**config.mk**
```make
export PLATFORM = sky130hd
export DESIGN_NAME = control_pipeline
export DESIGN_NICKNAME = d
export VERILOG_FILES = /design/src/rtl/cpu_pkg.sv /design/src/rtl/forwarding_unit.sv /design/src/rtl/control_pipeline.sv
export SDC_FILE = /design/constraint.sdc
export NUM_CORES = 1
export LEC_CHECK = 0
export ABC_AREA = 1
export BUFFER_PORTS_ARGS = -buffer_cell sky130_fd_sc_hd__buf_4
export CORE_MARGIN = 8
export CORE_UTILIZATION = 49
export DETAILED_ROUTE_END_ITERATION = 6
export GPL_TIMING_DRIVEN = 0
export PLACE_DENSITY = 0.78
export SYNTH_ARGS = -nofsm -noshare
export SYNTH_HDL_FRONTEND = slang
export SYNTH_SLANG_ARGS = --single-unit
```
**constraint.sdc**
```tcl
create_clock -name clk -period 1.62 [get_ports clk]
set_input_delay 0.081 -clock clk [delete_from_list [all_inputs] [get_ports clk]]
set_output_delay 0.081 -clock clk [all_outputs]
set_load 0.05 [all_outputs]
```
**src/rtl/cpu_pkg.sv**
```systemverilog
// Shared types for the RV32I pipeline control path.
// Decoded-control bundle, forwarding and next-PC encodings.
package cpu_pkg;

    localparam int CPU_REG_W    = 5;
    localparam int CPU_ALU_OP_W = 3;

    typedef struct packed {
        logic                    write;
        logic                    store;
        logic                    load;
        logic                    branch;
        logic [1:0]              alu_a_sel;
        logic                    alu_b_sel;
        logic [1:0]              next_pc_sel;
        logic [CPU_ALU_OP_W-1:0] alu_op;
    } ctrl_t;

    localparam logic [1:0] FWD_NONE = 2'b00;
    localparam logic [1:0] FWD_MEM  = 2'b01;
    localparam logic [1:0] FWD_WB   = 2'b10;

    localparam logic [1:0] NPC_SEQ    = 2'b00;
    localparam logic [1:0] NPC_JALR   = 2'b01;
    localparam logic [1:0] NPC_BRANCH = 2'b10;
    localparam logic [1:0] NPC_JAL    = 2'b11;

    // x0 is hardwired to zero, so it never matches a producer.
    function automatic logic reg_hit(
        input logic [CPU_REG_W-1:0] rd,
        input logic [CPU_REG_W-1:0] rs
    );
        return (rd != '0) && (rd == rs);
    endfunction

endpackage

```
**src/rtl/forwarding_unit.sv**
```systemverilog
// Operand forwarding selects for the two EX-stage ALU sources.
// Purely combinational; the younger EX/MEM producer beats MEM/WB.
module forwarding_unit
    import cpu_pkg::*;
#(
    parameter int REG_ADDR_W = 5
) (
    input  logic                  i_ex_valid,
    input  logic [REG_ADDR_W-1:0] i_ex_rs1,
    input  logic [REG_ADDR_W-1:0] i_ex_rs2,
    input  logic                  i_mem_valid,
    input  logic                  i_mem_write,
    input  logic                  i_mem_load,
    input  logic [REG_ADDR_W-1:0] i_mem_rd,
    input  logic                  i_wb_valid,
    input  logic                  i_wb_write,
    input  logic [REG_ADDR_W-1:0] i_wb_rd,
    output logic [1:0]            o_fwd_a_sel,
    output logic [1:0]            o_fwd_b_sel
);

    logic w_mem_src;
    logic w_wb_src;

    // A load in MEM has no data yet; only WB may forward load results.
    assign w_mem_src = i_mem_valid & i_mem_write & ~i_mem_load;
    assign w_wb_src  = i_wb_valid & i_wb_write;

    function automatic logic [1:0] pick(
        input logic                  mem_ok,
        input logic [REG_ADDR_W-1:0] mem_rd,
        input logic                  wb_ok,
        input logic [REG_ADDR_W-1:0] wb_rd,
        input logic [REG_ADDR_W-1:0] rs
    );
        logic [1:0] sel;
        sel = FWD_NONE;
        if (mem_ok && (mem_rd != '0) && (mem_rd == rs)) begin
            sel = FWD_MEM;
        end else if (wb_ok && (wb_rd != '0) && (wb_rd == rs)) begin
            sel = FWD_WB;
        end
        return sel;
    endfunction

    always_comb begin
        o_fwd_a_sel = FWD_NONE;
        o_fwd_b_sel = FWD_NONE;
        if (i_ex_valid) begin
            o_fwd_a_sel = pick(w_mem_src, i_mem_rd, w_wb_src, i_wb_rd, i_ex_rs1);
            o_fwd_b_sel = pick(w_mem_src, i_mem_rd, w_wb_src, i_wb_rd, i_ex_rs2);
        end
    end

endmodule

```
**src/rtl/control_pipeline.sv**
```systemverilog
// Control path of the 5-stage RV32I pipeline: ID/EX, EX/MEM, MEM/WB
// control registers, load-use stall, redirect flush and forwarding.
module control_pipeline
    import cpu_pkg::*;
#(
    parameter int REG_ADDR_W = 5,
    parameter int ALU_OP_W   = 3
) (
    input  logic                  clk,
    input  logic                  rst_n,
    input  logic                  id_valid,
    input  logic                  id_write,
    input  logic                  id_store,
    input  logic                  id_load,
    input  logic                  id_branch,
    input  logic [1:0]            id_alu_a_sel,
    input  logic                  id_alu_b_sel,
    input  logic [1:0]            id_next_pc_sel,
    input  logic [ALU_OP_W-1:0]   id_alu_op,
    input  logic [REG_ADDR_W-1:0] id_rd,
    input  logic [REG_ADDR_W-1:0] id_rs1,
    input  logic [REG_ADDR_W-1:0] id_rs2,
    input  logic                  id_uses_rs1,
    input  logic                  id_uses_rs2,
    input  logic                  ex_redirect,
    output logic                  stall_if_id,
    output logic                  flush_if_id,
    output logic                  ex_valid,
    output logic                  ex_write,
    output logic                  ex_load,
    output logic                  ex_store,
    output logic                  ex_branch,
    output logic [1:0]            ex_alu_a_sel,
    output logic                  ex_alu_b_sel,
    output logic [1:0]            ex_next_pc_sel,
    output logic [ALU_OP_W-1:0]   ex_alu_op,
    output logic [REG_ADDR_W-1:0] ex_rd,
    output logic [1:0]            fwd_a_sel,
    output logic [1:0]            fwd_b_sel,
    output logic                  mem_valid,
    output logic                  mem_write,
    output logic                  mem_load,
    output logic                  mem_store,
    output logic [REG_ADDR_W-1:0] mem_rd,
    output logic                  wb_valid,
    output logic                  wb_write,
    output logic [REG_ADDR_W-1:0] wb_rd
);

    ctrl_t                 w_id_ctrl;
    logic                  w_hazard;
    logic                  w_issue;

    logic                  r_ex_valid;
    ctrl_t                 r_ex_ctrl;
    logic [REG_ADDR_W-1:0] r_ex_rd;
    logic [REG_ADDR_W-1:0] r_ex_rs1;
    logic [REG_ADDR_W-1:0] r_ex_rs2;

    logic                  r_mem_valid;
    logic                  r_mem_write;
    logic                  r_mem_load;
    logic                  r_mem_store;
    logic [REG_ADDR_W-1:0] r_mem_rd;

    logic                  r_wb_valid;
    logic                  r_wb_write;
    logic [REG_ADDR_W-1:0] r_wb_rd;

    always_comb begin
        w_id_ctrl             = '0;
        w_id_ctrl.write       = id_write;
        w_id_ctrl.store       = id_store;
        w_id_ctrl.load        = id_load;
        w_id_ctrl.branch      = id_branch;
        w_id_ctrl.alu_a_sel   = id_alu_a_sel;
        w_id_ctrl.alu_b_sel   = id_alu_b_sel;
        w_id_ctrl.next_pc_sel = id_next_pc_sel;
        w_id_ctrl.alu_op      = id_alu_op;
    end

    assign w_hazard = id_valid & r_ex_valid & r_ex_ctrl.load &
                      ((id_uses_rs1 & reg_hit(r_ex_rd, id_rs1)) |
                       (id_uses_rs2 & reg_hit(r_ex_rd, id_rs2)));

    // Redirect outranks the stall: the stalled instruction is on the wrong path.
    assign stall_if_id = w_hazard & ~ex_redirect;
    assign flush_if_id = ex_redirect;
    assign w_issue     = id_valid & ~w_hazard & ~ex_redirect;

    always_ff @(posedge clk or negedge rst_n) begin
        if (!rst_n) begin
            r_ex_valid <= 1'b0;
            r_ex_ctrl  <= '0;
            r_ex_rd    <= '0;
            r_ex_rs1   <= '0;
            r_ex_rs2   <= '0;
        end else begin
            r_ex_valid <= w_issue;
            r_ex_ctrl  <= w_issue ? w_id_ctrl : '0;
            r_ex_rd    <= w_issue ? id_rd  : '0;
            r_ex_rs1   <= w_issue ? id_rs1 : '0;
            r_ex_rs2   <= w_issue ? id_rs2 : '0;
        end
    end

    always_ff @(posedge clk or negedge rst_n) begin
        if (!rst_n) begin
            r_mem_valid <= 1'b0;
            r_mem_write <= 1'b0;
            r_mem_load  <= 1'b0;
            r_mem_store <= 1'b0;
            r_mem_rd    <= '0;
        end else begin
            r_mem_valid <= r_ex_valid;
            r_mem_write <= r_ex_valid & r_ex_ctrl.write;
            r_mem_load  <= r_ex_valid & r_ex_ctrl.load;
            r_mem_store <= r_ex_valid & r_ex_ctrl.store;
            r_mem_rd    <= r_ex_valid ? r_ex_rd : '0;
        end
    end

    always_ff @(posedge clk or negedge rst_n) begin
        if (!rst_n) begin
            r_wb_valid <= 1'b0;
            r_wb_write <= 1'b0;
            r_wb_rd    <= '0;
        end else begin
            r_wb_valid <= r_mem_valid;
            r_wb_write <= r_mem_valid & r_mem_write;
            r_wb_rd    <= r_mem_valid ? r_mem_rd : '0;
        end
    end

    assign ex_valid       = r_ex_valid;
    assign ex_write       = r_ex_valid & r_ex_ctrl.write;
    assign ex_load        = r_ex_valid & r_ex_ctrl.load;
    assign ex_store       = r_ex_valid & r_ex_ctrl.store;
    assign ex_branch      = r_ex_valid & r_ex_ctrl.branch;
    assign ex_alu_a_sel   = r_ex_valid ? r_ex_ctrl.alu_a_sel : '0;
    assign ex_alu_b_sel   = r_ex_valid & r_ex_ctrl.alu_b_sel;
    assign ex_next_pc_sel = r_ex_valid ? r_ex_ctrl.next_pc_sel : '0;
    assign ex_alu_op      = r_ex_valid ? r_ex_ctrl.alu_op : '0;
    assign ex_rd          = r_ex_valid ? r_ex_rd : '0;

    assign mem_valid = r_mem_valid;
    assign mem_write = r_mem_valid & r_mem_write;
    assign mem_load  = r_mem_valid & r_mem_load;
    assign mem_store = r_mem_valid & r_mem_store;
    assign mem_rd    = r_mem_valid ? r_mem_rd : '0;

    assign wb_valid = r_wb_valid;
    assign wb_write = r_wb_valid & r_wb_write;
    assign wb_rd    = r_wb_valid ? r_wb_rd : '0;

    forwarding_unit #(
        .REG_ADDR_W (REG_ADDR_W)
    ) u_fwd (
        .i_ex_valid  (r_ex_valid),
        .i_ex_rs1    (r_ex_rs1),
        .i_ex_rs2    (r_ex_rs2),
        .i_mem_valid (mem_valid),
        .i_mem_write (mem_write),
        .i_mem_load  (mem_load),
        .i_mem_rd    (mem_rd),
        .i_wb_valid  (wb_valid),
        .i_wb_write  (wb_write),
        .i_wb_rd     (wb_rd),
        .o_fwd_a_sel (fwd_a_sel),
        .o_fwd_b_sel (fwd_b_sel)
    );

endmodule

```
==> results.ini, run 1 <==
[outcome]
status = finished with violations
violations = setup timing

[sta]
holdWs_ps = 4.24
tns_ps = -720
slew_headroom_pct = 64.2
setup_viol = 5
tightest_slew_ps = 537
fmax_ghz = 0.550
finalCriticalPeriod_ps = 1820
drv_slew = 0
skew_ps = 6.64
fin_ws_ps = -198
hold_viol = 0
period_share_pct = 112
rsz0062_at_grt = true

[route]
ant_nets = 0
vias_per_cell = 4.54
first_iter_violations = 74
first_pass_iters = 4
wl_um = 5530
dr_total_vias = 1931
post-route-drc-count = 0
wl_per_cell_um = 13.0

[pwr]
peakVddDrop_mv = 0.655
powerDensity_nw_per_um2 = 694
finalPower_mw = 2.22
p_leak_nw = 2.03

[floorplan]
rows = 24
coreArea_um2 = 4230
dieArea_um2 = 6660
fp.dieW_um = 81.6
pin_count = 73
initial_core_util_pct = 49.8
die_y_um = 81.6

[setup_path]
critical-path-max-stage-delay_ps = 430
end_kind = output pin
arrival_ps = 1740
cp_cell_sequence = buf_12 -> nand2_2 -> nand3_2 -> o21bai_4 -> inv_1 -> nand2_1 -> nor2_4 -> buf_6
crit_required_ps = 1540
cp_max_fo = 8
path_class = flop to output pin
crit_path_start_kind = flop
cp_slowest_cell = dfrtp_2

[final_layout]
final_util_pct = 75.4
antenna_cells = 0
fin_area_um2 = 3190
layout-drive-gt1-share_pct = 32.7
nFillCells = 288
final_nets = 405
areaGrowthSynthToFinish_pct = 51.4
final_cells = 425

[clock_network]
clockRootBuffer = clkbuf_8
clock_latency_ps = 300
cts-buffers-inserted = 5
htreeDepth = 2
cts_max_path_buffers = 2
tritoncts = built
cts_sinks = 44
clk_pin_slew_worst_paths_ps = 80

[hold_path]
hold_class = primary input to flop

[place]
dp_slack_ps = -4.57
placed_area_um2 = 2810
gp_congestion = 0.887
dp_hpwl_um = 4060
dp.cells = 398
io_buffers = 72

[logic_synthesis]
synth_seq_cells = 44
synth_edf_count = 0
syn_avg_cell_area_um2 = 7.69
synthTopCellsByArea = dfrtp_1 52%, nand2_1 12%, inv_1 12%
ys_seq_area_share_pct = 52.2
synth_top_cell_area_share_pct = 52.2
synthesis.nets = 307
synth_top_cell_by_area = dfrtp_1
async_reset_ff_share_pct = 100
synthTopCellsByCount = 70 x nand2_1, 67 x inv_1, 49 x nor2_1, 44 x dfrtp_1, 13 x xor2_1
syn_area_um2 = 2110
synthMostInstantiatedCell = nand2_1
synth.distinct_cells = 19
yosys_warnings = 0
synth-main-ff-cell = dfrtp_1
synth_cells = 274

[grt]
grt_pass1_wl_um = 8720
grt_pass1_vias = 1943
grt_max_degree = 45
globalRouteOverflowTotal = 0
grt_usage_pct = 17.3
antenna_found_initial = 0

[run]
cap_violations = 0

kinds of logic (layout without fill, tap and decap cells):
kind of cell    after synthesis  count (layout)  synth area share (%)
flops                        44              44                  52.2
simple gates                130             130                  24.2
xor+xnor                     17              17                  7.06
buf+inv                      75             174                  14.5
compound gates                8               8                  2.08
routing by layer:
| metal | GRT usage (%) | routed length [um] | vias to the layer above |
|---|---|---|---|
| li1 | - | - | 966 |
| met1 | 16.2 | 2000 | 887 |
| met2 | 32.2 | 2920 | 68 |
| met3 | 7.66 | 524 | 10 |
| met4 | 6.67 | 97 | 0 |
| met5 | 0 | 0 | - |
registers in the layout, indices dropped and copies added (netlist names), 5 cells and up:
register and flops:
r_ex_rs2 5, r_ex_rs1 5, r_mem_rd 5, r_ex_rd 5
r_wb_rd 5, r_ex_ctrl 12
final timing paths:
check / from / to / slack, ps / cells after the start
setup / recovery: mem_valid$_DFF_PN0_ / fwd_b_sel[0] / -200 / 8
hold / removal: id_alu_a_sel[0] / r_ex_ctrl[6]$_DFF_PN0_ / 4 / 3
setup reg to reg: r_ex_rd[1]$_DFF_PN0_ / r_ex_ctrl[8]$_DFF_PN0_ / 150 / 8
hold reg to reg: ex_valid$_DFF_PN0_ / mem_valid$_DFF_PN0_ / 420 / 0
max in group asynchronous: rst_n / ex_valid$_DFF_PN0_ / 910 / 2
min in group asynchronous: rst_n / r_ex_ctrl[0]$_DFF_PN0_ / 310 / 2
power breakdown:
part	internal [mW]	switching (mW)	total (mW)	leakage, nW
registers	1.13	0.0260	1.16	0.592
logic	0.154	0.201	0.356	1.39
clock network	0.346	0.356	0.702	0.0445
worst max-delay path, delay by kind of cell, from the launching register on:
| family | cells | cell delay, ps |
|---|---|---|
| AOI/OAI and AO/OA | 1 | 260 |
| and+or+nand+nor | 4 | 370 |
| DFF | 1 | 430 |
| buffers and inverters | 3 | 380 |
cell type report:
type,instances,area [um2],area share [%]
flip-flops and latches,44,1100,34.6
multi-input cells,155,855,26.8
repair buffers,91,741,23.2
inverters,69,270,8.47
clock buffers,7,86.3,2.70
well taps,52,65.1,2.04
plain buffers,6,62.6,1.96
clock inverters,1,7.51,0.235
placed cells by master (no fill, tap or decap), types with 5 or more instances in the layout:
cell type	count
buf_4	73
buf_6	8
clkbuf_8	6
dfrtp_1	41
dlygate4sd3_1	14
inv_1	63
nand2_1	61
nand2_4	6
nor2_1	42
nor2_4	5
xor2_1	13
timing repair:
item                                   in CTS  in global routing
hold buffers                               14                  0
endpoints found under the hold margin      57                  0
pin swaps                                   8                  3
gates resized for setup                    17                 13
setup endpoints to repair                  15                 31
buffers inserted                            3                  2
Power figures use the tool's default switching activity.
==> run 2: changes to the inputs <==
--- a/config.mk
+++ b/config.mk
@@ -8,10 +8,11 @@
 export ABC_AREA = 1
 export BUFFER_PORTS_ARGS = -buffer_cell sky130_fd_sc_hd__buf_4
 export CORE_MARGIN = 8
-export CORE_UTILIZATION = 49
+export CORE_UTILIZATION = 50
 export DETAILED_ROUTE_END_ITERATION = 6
 export GPL_TIMING_DRIVEN = 0
-export PLACE_DENSITY = 0.78
+export PLACE_DENSITY = 0.79
 export SYNTH_ARGS = -nofsm -noshare
 export SYNTH_HDL_FRONTEND = slang
+export SYNTH_HIERARCHICAL = 1
 export SYNTH_SLANG_ARGS = --single-unit
==> results.ini, run 2 <==
[outcome]
status = finished with violations
violations = setup timing

[logic_synthesis]
synth-main-ff-cell = dfrtp_1
synthTopCellsByArea = dfrtp_1 50%, nand2_1 18%, inv_1 13%
async_reset_ff_share_pct = 100  ; unchanged
syn_avg_cell_area_um2 = 6.94  ; -9.8%
synth_compound_area_share_pct = 1.63  ; -0.44 points
synthMuxAreaShare_pct = 0  ; unchanged
synth_fa_ha_area_share_pct = 0  ; unchanged
synth-simple-area-share_pct = 31.0  ; +6.8 points
synth-xor-area-share_pct = 1.18  ; -5.9 points
synthesis.nets = 353  ; +15%
synth_cells = 320  ; +17%
synthTopCellsByCount = 108 x nand2_1, 76 x inv_1, 52 x nor2_1, 44 x dfrtp_1, 11 x inv_2
synth_edf_count = 0  ; unchanged
syn_area_um2 = 2220  ; +5.3%
synth_top_cell_by_area = dfrtp_1
yosys_warnings = 6  ; +6
synth_top_family_by_area = simple AND/OR/NAND/NOR gates
ys_seq_area_share_pct = 49.6  ; -2.6 points
synthMostInstantiatedCell = nand2_1
synth.distinct_cells = 22  ; +3
synth_top_cell_area_share_pct = 49.6  ; -2.6 points
synth_seq_cells = 44  ; unchanged

[clock_network]
clockRootBuffer = clkbuf_8
cts_max_path_buffers = 2  ; unchanged
cts_sinks = 44  ; unchanged
clock_latency_ps = 290  ; about the same
tritoncts = built
cts-buffers-inserted = 5  ; unchanged
htreeDepth = 2  ; unchanged
clk_pin_slew_worst_paths_ps = 80  ; about the same

[final_layout]
final_nets = 458  ; +13%
nFillCells = 299  ; +3.8%
layout.cells.most_common = nand2_1
areaGrowthSynthToFinish_pct = 51.3  ; about the same
fin_area_um2 = 3360  ; +5.3%
final_cells = 478  ; +12%
largest_reg_flops = 12  ; unchanged
layout-drive-gt1-share_pct = 33.3  ; +0.63 points
layout_common_cells = 102 x nand2_1, 77 x buf_4, 70 x inv_1
regMostFlops = r_ex_ctrl
antenna_cells = 0  ; unchanged

[route]
wl_per_cell_um = 13.1  ; +0.93%
first_pass_iters = 4  ; unchanged
first_iter_violations = 124  ; +68%
dr_total_vias = 2159  ; +12%
vias_per_cell = 4.52  ; -0.59%
ant_nets = 0  ; unchanged
post-route-drc-count = 0  ; unchanged
wl_um = 6280  ; +14%

[setup_path]
r2r_slack_ps = 130  ; -20 ps
critical-path-max-stage-delay_ps = 420  ; about the same
path_buf_inv = 3  ; unchanged
end_kind = output pin
crit_family = simple AND/OR/NAND/NOR gates
path_class = flop to output pin
crit_required_ps = 1540  ; about the same
cp_max_fo = 8  ; unchanged
cp_slowest_cell = dfrtp_2
arrival_ps = 1840  ; +100 ps
worstReg2RegEnd = r_ex_rs1[2]$_DFF_PN0_
cp_cell_sequence = clkbuf_16 -> nand2_4 -> clkinvlp_4 -> nor2_2 -> nand4_1 -> nand2_4 -> nor2_4 -> nor2_4 -> buf_6
r2r_cells = 11  ; +3
crit_path_start_kind = flop
crit_start = mem_valid$_DFF_PN0_
cp_num_cells = 9  ; +1
r2r_start = r_ex_rd[3]$_DFF_PN0_

[grt]
grt_pass1_vias = 2206  ; +14%
grt_max_degree = 45  ; unchanged
globalRouteOverflowTotal = 0  ; unchanged
grt_usage_pct = 19.2  ; +1.9 points
antenna_found_initial = 0  ; unchanged
grt_pass1_wl_um = 9890  ; +13%

[sta]
hold_viol = 0  ; unchanged
rsz0062_at_grt = true
holdWs_ps = 10.5  ; +6.23 ps
period_share_pct = 118  ; +6.1 points
slew_headroom_pct = 64.6  ; +0.35 points
tightest_slew_ps = 532  ; -5.32 ps
skew_ps = 9.31  ; +2.67 ps
drv_slew = 0  ; unchanged
fin_ws_ps = -297  ; -99.1 ps
setup_viol = 4  ; -1
fmax_ghz = 0.522  ; -5.2%
finalCriticalPeriod_ps = 1920  ; +99.1 ps

[floorplan]
pin_count = 73  ; unchanged
coreArea_um2 = 4320  ; +2.1%
die_y_um = 82.6  ; +1.3%
fp.dieW_um = 82.6  ; +1.3%
dieArea_um2 = 6830  ; +2.6%
rows = 24  ; unchanged
initial_core_util_pct = 51.4  ; +1.6 points

[hold_path]
worst_hold_startpoint = id_next_pc_sel[1]
holdPathEnd = r_ex_ctrl[4]$_DFF_PN0_
hold_class = primary input to flop
min_path_cells = 3  ; unchanged

[place]
dp.cells = 444  ; +12%
io_buffers = 72  ; unchanged
dp_hpwl_um = 4440  ; +9.3%
dp_slack_ps = -105  ; -100 ps
placed_area_um2 = 2920  ; +3.9%
gp_congestion = 0.887  ; about the same

[pwr]
peakVddDrop_mv = 0.573  ; -13%
p_leak_nw = 2.10  ; +3.8%
powerDensity_nw_per_um2 = 662  ; -4.6%

[run]
cap_violations = 0  ; unchanged

==> run 2: cell types whose count changed in the layout (fill, tap and decap cells not counted), sizes merged, moves of 2 or more <==
cell      before  now
buf           83   87
clkbuf         7    9
clkinvlp       4    6
inv           66   82
nand2         71  110
nand4          1    3
nor2          49   53
xor2          13    0
==> run 2: cell type report <==
class / count / area, um2 / share of cell area [%]
inverters: 87 / 345 / 10.3
plain buffers: 6 / 71.3 / 2.12
repair buffers: 98 / 803 / 23.9
clock inverters: 1 / 7.51 / 0.223
clock buffers: 7 / 86.3 / 2.57
multi-input cells: 183 / 875 / 26.0
well taps: 52 / 65.1 / 1.94
flip-flops and latches: 44 / 1110 / 32.9
==> run 2: layer usage <==
layer	vias up	wire, um	track usage (%)
met5	-	0	0
met1	963	2280	19.6
met3	14	528	6.71
met2	79	3310	33.9
li1	1103	-	-
met4	0	158	9.83
==> run 2: where the power goes <==
part | internal, mW | switching, mW
Combinational | 0.159 | 0.206
Clock | 0.346 | 0.354
Sequential | 1.13 | 0.0268
Total | 1.64 | 0.587
==> run 2: timing repair <==
| action | 4_1_cts | 5_1_grt |
|---|---|---|
| hold endpoints to repair | 57 | 1 |
| setup buffers | 7 | 4 |
| resized for setup | 21 | 8 |
| endpoints found under the setup margin | 15 | 8 |
| pin swaps | 6 | 4 |
| hold buffers | 14 | 1 |
==> run 2: worst max path at each step <==
stage / to / slack, ps
after detailed placement: fwd_a_sel[1] / -100
final: fwd_b_sel[1] / -300
after CTS: fwd_b_sel[1] / -280
after floorplan: fwd_a_sel[0] / -390
after global routing: fwd_a_sel[1] / -400
after global placement: fwd_a_sel[1] / -110
==> run 2: cell families after synthesis <==
group | count (synthesis)
flops | 44
compound gates | 6
simple gates | 174
buf+inv | 93
xor+xnor | 3
==> run 2: stage by stage <==
| step | setup TNS (ps) | util [%] | power [mW] |
|---|---|---|---|
| 6_report | -1160 | 77.7 | 2.22 |
| 5_1_grt | -1710 | 77.7 | 2.33 |
| 4_1_cts | -1090 | 76.1 | 2.23 |
| 3_5_place_dp | -333 | 67.5 | 1.49 |
| 3_3_place_gp | -328 | 67.5 | 1.48 |
| 2_1_floorplan | -1380 | - | 1.35 |
==> run 2: worst register-to-register path, cell delays in order, from the launching register on <==
cell	delay [ps]
dfrtp_1	420
inv_2	60
nand2_1	60
nand2_1	50
nor2_1	90
nand3_1	80
nand2_1	90
nand2_2	80
buf_4	160
nand2_8	90
buf_6	140
nor2_1	50
==> run 3: changes to the inputs <==
--- a/config.mk
+++ b/config.mk
@@ -16,3 +16,4 @@
 export SYNTH_HDL_FRONTEND = slang
 export SYNTH_HIERARCHICAL = 1
 export SYNTH_SLANG_ARGS = --single-unit
+export TNS_END_PERCENT = 10
==> results.ini, run 3 (synthesis results as in run 2) <==
[hold_path]
min_path_cells = 3  ; unchanged
hold_class = primary input to flop

[clock_network]
cts_sinks = 44  ; unchanged
clk_pin_slew_worst_paths_ps = 80  ; about the same
cts_max_path_buffers = 2  ; unchanged
tritoncts = built
cts-buffers-inserted = 5  ; unchanged
htreeDepth = 2  ; unchanged
clockRootBuffer = clkbuf_8
clock_latency_ps = 290  ; about the same

[grt]
antenna_found_initial = 0  ; unchanged
grt_max_degree = 45  ; unchanged
grt_pass1_wl_um = 9680  ; -2.1%
grt_pass1_vias = 2145  ; -2.8%
grt_usage_pct = 18.7  ; -0.56 points
globalRouteOverflowTotal = 0  ; unchanged

[final_layout]
regMostFlops = r_ex_ctrl
layout-drive-gt1-share_pct = 32.1  ; -1.3 points
areaGrowthSynthToFinish_pct = 48.6
largest_reg_flops = 12  ; unchanged
layout.cells.most_common = nand2_1
antenna_cells = 0  ; unchanged
final_nets = 456  ; -0.44%
layout_common_cells = 102 x nand2_1, 75 x buf_4, 70 x inv_1
fin_area_um2 = 3300  ; -1.8%

[floorplan]
die_y_um = 82.6  ; unchanged
rows = 24  ; unchanged
coreArea_um2 = 4320  ; unchanged
fp.dieW_um = 82.6  ; unchanged
initial_core_util_pct = 51.4  ; unchanged
pin_count = 73  ; unchanged
dieArea_um2 = 6830  ; unchanged

[sta]
period_share_pct = 116  ; -2.1 points
skew_ps = 6.81  ; -2.50 ps
drv_slew = 0  ; unchanged
finalCriticalPeriod_ps = 1880  ; -33.3 ps
fin_ws_ps = -264  ; +33.3 ps
fmax_ghz = 0.531  ; +1.8%
rsz0062_at_grt = true
setup_viol = 4  ; unchanged
tightest_slew_ps = 529  ; -2.60 ps
hold_viol = 0  ; unchanged
slew_headroom_pct = 64.7  ; +0.17 points

[setup_path]
crit_start = mem_valid$_DFF_PN0_
crit_path_start_kind = flop
crit_end = fwd_a_sel[1]
path_class = flop to output pin
crit_required_ps = 1540  ; about the same
r2r_cells = 10  ; -1
arrival_ps = 1800  ; -40 ps
r2r_start = r_ex_rd[2]$_DFF_PN0_
worstReg2RegEnd = r_ex_ctrl[9]$_DFF_PN0_
r2r_slack_ps = 200  ; +70 ps
end_kind = output pin
cp_max_fo = 8  ; unchanged

[place]
gp_congestion = 0.897  ; +1.2%
placed_area_um2 = 2910  ; -0.39%
io_buffers = 72  ; unchanged
dp_slack_ps = -152  ; -47.8 ps
dp_hpwl_um = 4370  ; -1.6%

[outcome]
status = finished with violations
violations = setup timing

[route]
post-route-drc-count = 0  ; unchanged
vias_per_cell = 4.44  ; -1.7%
dr_total_vias = 2114  ; -2.1%
wl_per_cell_um = 12.2  ; -7.5%
first_pass_iters = 4  ; unchanged
wl_um = 5790  ; -7.9%
first_iter_violations = 86  ; -31%
ant_nets = 0  ; unchanged

[pwr]
p_leak_nw = 2.04  ; -2.9%
peakVddDrop_mv = 0.459  ; -20%
powerDensity_nw_per_um2 = 664  ; +0.30%

[run]
cap_violations = 0  ; unchanged

==> run 3: cell count changes in the layout (fill, tap and decap cells not counted), moves of 2 or more <==
cell / change
nor2_1: +2
nor2_2: -2
nand2_4: -2
dlygate4sd3_1: +2
nand2_2: +3
buf_4: -2
==> run 3: through the flow <==
stage	std cells	total power, mW	utilization [%]	hold WS, ps	TNS, ps
finish	476	2.19	76.3	16.1	-1020
detailed placement	444	1.49	67.2	99.2	-472
floorplan	320	1.35	-	-215	-2530
global route	476	2.31	76.3	11.5	-1570
global placement	444	1.48	67.2	95.9	-246
CTS	472	2.21	75.3	7.79	-1270
==> run 3: worst min-delay path by stage <==
stage | start | to | slack (ps)
final | id_rd[0] | r_ex_rd[0]$_DFF_PN0_ | 20
after global routing | id_rd[0] | r_ex_rd[0]$_DFF_PN0_ | 10
after CTS | id_rd[0] | r_ex_rd[0]$_DFF_PN0_ | 8
after detailed placement | rst_n | r_ex_ctrl[0]$_DFF_PN0_ | 100
after global placement | rst_n | r_ex_ctrl[5]$_DFF_PN0_ | 100
after floorplan | rst_n | ex_valid$_DFF_PN0_ | -210
==> run 3: per-layer routing <==
metal / share of wire [%] / vias up / GRT usage, %
li1: - / 1101 / -
met1: 37 / 949 / 19.1
met2: 53 / 56 / 34.1
met3: 8.0 / 8 / 6.28
met4: 1.2 / 0 / 7.07
met5: 0 / - / 0
==> run 3: timing repair <==
action / in CTS / in global routing
hold buffers: 17 / 0
pin swaps: 6 / 3
endpoints found under the setup margin: 15 / 5
endpoints found under the hold margin: 60 / 0
cloned: 0 / 0
resized for setup: 19 / 6
buffers inserted: 3 / 4
==> run 3: layout make-up <==
cell class | instances | area (um2)
flip-flops and latches | 44 | 1100
fillers | 324 | 1020
multi-input cells | 183 | 846
repair buffers | 96 | 782
inverters | 87 | 345
clock buffers | 5 | 68.8
well taps | 52 | 65.1
plain buffers | 6 | 63.8
clock inverters | 3 | 23.8
==> run 3: power by group <==
part / internal (mW) / switching (mW)
Clock: 0.305 / 0.369
Combinational: 0.157 / 0.202
Sequential: 1.13 / 0.0269
Total: 1.59 / 0.598
==> run 3: critical path: stages (launching register included) <==
cell,delay (ps)
dfrtp_2,430
buf_8,150
nand2_2,70
clkinvlp_4,130
nor2_1,130
nand4_1,140
nand2_4,160
nor2_4,60
nor2_4,80
buf_6,160
